<file path="src/rtl/uart_rx_ctrl.sv">
// UART receive frame controller: start detection, bit timing, LSB-first
// deserialization, optional parity and stop checks, one-cycle valid strobe.
module uart_rx_ctrl #(
    parameter int unsigned DATA_W  = 8,
    parameter int unsigned PRE_MIN = 8
) (
    input  logic              clk,
    input  logic              rstn,
    input  logic              RX_IN,
    input  logic [5:0]        prescale,
    input  logic              PAR_EN,
    input  logic              PAR_TYP,
    input  logic              sampled_bit,
    output logic              samp_en,
    output logic [5:0]        samp_prescale,
    output logic [5:0]        edge_count,
    output logic [DATA_W-1:0] P_DATA,
    output logic              data_valid,
    output logic              par_err,
    output logic              stop_err
);

    localparam int unsigned PRE_W = 6;
    localparam int unsigned CNT_W = (DATA_W > 1) ? $clog2(DATA_W) : 1;

    typedef enum logic [2:0] {
        IDLE,
        START,
        DATA,
        PARITY,
        STOP
    } state_t;

    state_t              state, state_nxt;
    logic [PRE_W-1:0]    edge_nxt, pre_nxt;
    logic [DATA_W-1:0]   shreg, shreg_nxt, pdata_nxt;
    logic [CNT_W-1:0]    bit_cnt, cnt_nxt;
    logic                par_typ_q, par_typ_nxt;
    logic                valid_nxt, par_err_nxt, stop_err_nxt, samp_en_nxt;
    logic                bit_end_c;

    // Next-state and datapath decisions; everything is decided on bit_end.
    always_comb begin
        state_nxt    = state;
        edge_nxt     = edge_count;
        pre_nxt      = samp_prescale;
        shreg_nxt    = shreg;
        cnt_nxt      = bit_cnt;
        par_typ_nxt  = par_typ_q;
        pdata_nxt    = P_DATA;
        valid_nxt    = 1'b0;
        par_err_nxt  = par_err;
        stop_err_nxt = stop_err;

        bit_end_c = (state != IDLE) && (edge_count == samp_prescale - PRE_W'(1));

        if (state != IDLE) begin
            edge_nxt = bit_end_c ? '0 : edge_count + PRE_W'(1);
        end

        unique case (state)
            IDLE: begin
                if (!RX_IN) begin
                    pre_nxt      = (prescale < PRE_W'(PRE_MIN)) ? PRE_W'(PRE_MIN) : prescale;
                    par_err_nxt  = 1'b0;
                    stop_err_nxt = 1'b0;
                    cnt_nxt      = '0;
                    edge_nxt     = '0;
                    state_nxt    = START;
                end
            end
            START: begin
                if (bit_end_c) begin
                    state_nxt = sampled_bit ? IDLE : DATA;
                end
            end
            DATA: begin
                if (bit_end_c) begin
                    shreg_nxt = {sampled_bit, shreg[DATA_W-1:1]};
                    cnt_nxt   = bit_cnt + CNT_W'(1);
                    if (bit_cnt == CNT_W'(DATA_W - 1)) begin
                        par_typ_nxt = PAR_TYP;
                        state_nxt   = PAR_EN ? PARITY : STOP;
                    end
                end
            end
            PARITY: begin
                if (bit_end_c) begin
                    par_err_nxt = (sampled_bit != (^shreg ^ par_typ_q));
                    state_nxt   = STOP;
                end
            end
            STOP: begin
                if (bit_end_c) begin
                    stop_err_nxt = !sampled_bit;
                    if (!par_err && sampled_bit) begin
                        pdata_nxt = shreg;
                        valid_nxt = 1'b1;
                    end
                    state_nxt = IDLE;
                end
            end
            default: state_nxt = IDLE;
        endcase

        samp_en_nxt = (state_nxt != IDLE);
    end

    always_ff @(posedge clk or negedge rstn) begin
        if (!rstn) begin
            state         <= IDLE;
            samp_en       <= 1'b0;
            edge_count    <= '0;
            samp_prescale <= PRE_W'(PRE_MIN);
            shreg         <= '0;
            bit_cnt       <= '0;
            par_typ_q     <= 1'b0;
            P_DATA        <= '0;
            data_valid    <= 1'b0;
            par_err       <= 1'b0;
            stop_err      <= 1'b0;
        end else begin
            state         <= state_nxt;
            samp_en       <= samp_en_nxt;
            edge_count    <= edge_nxt;
            samp_prescale <= pre_nxt;
            shreg         <= shreg_nxt;
            bit_cnt       <= cnt_nxt;
            par_typ_q     <= par_typ_nxt;
            P_DATA        <= pdata_nxt;
            data_valid    <= valid_nxt;
            par_err       <= par_err_nxt;
            stop_err      <= stop_err_nxt;
        end
    end

endmodule

</file>
<file path="config.mk">
export PLATFORM = sky130hd
export DESIGN_NAME = uart_rx_ctrl
export DESIGN_NICKNAME = d
export VERILOG_FILES = /design/src/rtl/uart_rx_ctrl.sv
export SDC_FILE = /design/constraint.sdc
export NUM_CORES = 1
export LEC_CHECK = 0
export ABC_CLOCK_PERIOD_IN_PS = 2700
export BUFFER_PORTS_ARGS = -buffer_cell sky130_fd_sc_hd__buf_2
export CORE_UTILIZATION = 49
export DETAILED_ROUTE_END_ITERATION = 16
export GPL_ROUTABILITY_DRIVEN = 0
export PLACE_DENSITY = 0.83
export SYNTH_ARGS = -nofsm -noshare
export SYNTH_HDL_FRONTEND = slang
export SYNTH_SLANG_ARGS = --single-unit
</file>
<file path="constraint.sdc">
create_clock -name clk -period 2.7 [get_ports clk]
set_clock_uncertainty 0.1 [all_clocks]
set_input_delay 0 -clock clk [delete_from_list [all_inputs] [get_ports clk]]
set_output_delay 0 -clock clk [all_outputs]
set_load 0.02 [all_outputs]
</file>
==> flow_metrics.env <==
export IMPL_status="finished clean"
export IMPL_dieArea_sq_mm=0.00421
export IMPL_drcViolationCount=0
export IMPL_wl_microns=3910
export IMPL_nets=244
export IMPL_io_pins=36
export IMPL_rsz0062_at_grt="no"
export IMPL_setup_viol=0
export IMPL_grtUsageTotal_pct=20.7
export IMPL_core_area_sq_mm=0.00372
export IMPL_fp_dieW_microns=64.9
export IMPL_drive_above_1_share_pct=31.0
export IMPL_start_kind="flop"
export IMPL_worstPathRequired_ns=2.78
export IMPL_dr_pass1_iters=4
export IMPL_vias_per_cell=5.50
export IMPL_worstSetupPathType="reg -> reg"
export IMPL_clock_latency_ns=0.30
export IMPL_path_clk_slew_ns=0.08
export IMPL_port_buffers=35
export IMPL_layout_min_cycle_time_ns=2.55
export IMPL_cts_root_buf="clkbuf_8"
export IMPL_syn_avg_cell_area_sq_um=11.0
export IMPL_grt_start_max_net_pins=40
export IMPL_numCtsBuffers=5
export IMPL_synth_top_area_cell="dfrtp_1"
export IMPL_rows=22
export IMPL_synth_top_cell_area_share_pct=49.0
export IMPL_htree_levels=2
export IMPL_antenna_left=0
export IMPL_wl_met1_microns=1760
export IMPL_synth_edf_count=0
export IMPL_r2r_cells=9
export IMPL_synth_nets=192
export IMPL_final_util_pct=64.4
export IMPL_p_leak_nw=1.17
export IMPL_synth_cells=176
export IMPL_timing_final_crit_share_pct=94.3
export IMPL_synthTopCellsByCount="38 x dfrtp_1, 22 x nand2_1, 18 x mux2_2"
export IMPL_wire_per_inst_microns=14.1
export IMPL_drtIter0Drc=120
export IMPL_finalMaxSlewViolations=0
export IMPL_synthDistinctLibCells=37
export IMPL_fmax_mhz=393
export IMPL_ir_drop_v=0.000411
export IMPL_start_util_pct=52.2
export IMPL_cts_tree="built"
export IMPL_min_path_cells=4
export IMPL_cp_slowest_cell="dfrtp_1"
export IMPL_grt_first_pass_wirelength_microns=6510
export IMPL_syn_cell_area_sq_mm=0.00194
export IMPL_r2r_start="samp_prescale[0]"
export IMPL_grt_pass1_vias=1466
export IMPL_hold_start="RX_IN"
export IMPL_cts_sink_count=39
export IMPL_crit_fanout=9
export IMPL_ys_ff_latch=39
export IMPL_setup_worst_path_end_class="flop"
export IMPL_hold_viol=0
export IMPL_grt_overflow=0
export IMPL_arrival_ns=2.63
export IMPL_min_path_type="in -> reg"
export IMPL_max_slew_margin_pct=43.1
export IMPL_p_per_area_mw_per_mm2=839
export IMPL_async_flop_share_pct=100
export IMPL_place_hpwl_microns=2640
export IMPL_synth_area_top_cells="dfrtp_1 49%, mux2_2 10%, xnor2_1 5.4%, nand2_1 4.3%, xor2_1 2.7%"
export IMPL_n_antenna_cell=0
export IMPL_synthFlopType="dfrtp_1"
export IMPL_vias=1523
export IMPL_slowest_delay_ns=0.42
export IMPL_die_h_microns=64.9
export IMPL_wl_met3_microns=149
export IMPL_final_setup_tns_ns=0
export IMPL_wl_met2_microns=1930
export IMPL_yosysWarnings=0
export IMPL_area_growth_pct=23.4
export IMPL_drv_cap=0
export IMPL_tightestPinTransition_ns=0.854
export IMPL_cp_cell_sequence="inv_1 > ha_1 > nand2b_1 > a21oi_1 > a311o_1 > a211oi_4 > nor4b_4 > buf_4 > mux2_2"
export IMPL_routed_top_layer="met4"
export IMPL_yosysMostFrequentCell="dfrtp_1"
export IMPL_antenna_found_initial=0
export IMPL_critical_path_startpoint="samp_prescale[0]"
export IMPL_synth_seq_area_share_pct=50.4
export IMPL_clockBufferDepth=2
area by class of cell:
class / count / area [sq um]
Clock buffer: 6 / 72.6
Sequential cell: 39 / 977
Tap cell: 48 / 60.1
Multi-Input combinational cell: 125 / 920
Fill cell: 295 / 1320
Inverter: 6 / 22.5
Clock inverter: 2 / 12.5
Timing Repair Buffer: 51 / 328
metrics by stage:
stage	total power [mW]	hold slack (ns)	cell area, sq um	setup slack (ns)	cells
after detailed placement	1.61	0.0634	2170	0.0548	256
after global placement	1.59	0.0464	2170	0.164	256
final	2.01	0.0612	2390	0.155	277
after global routing	2.14	0.0854	2390	0.00267	277
after floorplan	1.39	-0.396	1940	0.0121	176
after CTS	2.01	0.0387	2390	0.0386	277
per-layer routing:
layer	global-route usage, %	up-vias
li1	-	721
met1	24.7	761
met2	34.4	34
met3	6.51	7
met4	8.33	0
met5	0	-
report_power, final:
part	switching (mW)	internal [mW]	total, mW	leakage [nW]
Combinational	0.422	0.325	0.748	0.621
Sequential	0.173	0.701	0.874	0.513
Clock	0.206	0.180	0.386	0.0412
Total	0.801	1.21	2.01	1.17
placed cells by master (no fill, tap or decap), drive strengths merged, types with 2 or more instances in the layout:
| master | count |
|---|---|
| mux2 | 18 |
| o211ai | 2 |
| nand4 | 2 |
| ha | 4 |
| a31o | 2 |
| a21oi | 2 |
| mux2i | 3 |
| nand3 | 8 |
| nand2b | 3 |
| xnor2 | 12 |
| inv | 6 |
| nor2 | 6 |
| nor2b | 2 |
| and3 | 2 |
| o21ai | 8 |
| and2 | 2 |
| dlygate4sd3 | 13 |
| dfrtp | 38 |
| buf | 38 |
| nor3 | 6 |
| nand2 | 22 |
| clkbuf | 6 |
| xor2 | 6 |
path summary, 6_finish.rpt:
check / end / slack [ns]
setup / recovery: P_DATA[0] / 0.15
hold / removal: stop_err / 0.06
setup reg to reg: P_DATA[0] / 0.15
hold reg to reg: P_DATA[6] / 0.41
max in group asynchronous: edge_count[4] / 1.71
min in group asynchronous: samp_prescale[1] / 0.25
kinds of logic after synthesis:
| kind of cell | synth area share [%] |
|---|---|
| AND/OR/NAND/NOR | 16.6 |
| buffers and inverters | 2.32 |
| adder cells (fa/ha/maj) | 2.58 |
| flip-flops | 50.4 |
| multiplexers | 12.0 |
| AO/OA/AOI/OAI | 8.00 |
| XOR/XNOR | 8.13 |
sequential cells by signal (all words and copies together), names as in the netlist:
signal         cells
samp_prescale      6
P_DATA             8
bit_cnt            3
state              3
par_typ_q          1
stop_err           1
samp_en            1
par_err            1
shreg              8
data_valid         1
edge_count         6
critical path: cells and delay by family (launching register included):
family	cells	cell delay [ns]
AOI/OAI and AO/OA	3	0.65
adders and majority gates	1	0.21
buffers and inverters	2	0.31
DFF	1	0.42
muxes	1	0.34
and+or+nand+nor	2	0.39
repair_timing:
action                                  4_1_cts  5_1_grt
endpoints found under the setup margin        0       10
hold endpoints to repair                     47        0
hold buffers                                 13        0
gates resized for setup                       0        1
setup buffers                                 0        0
Note: power is estimated with default switching activity, not from simulation.
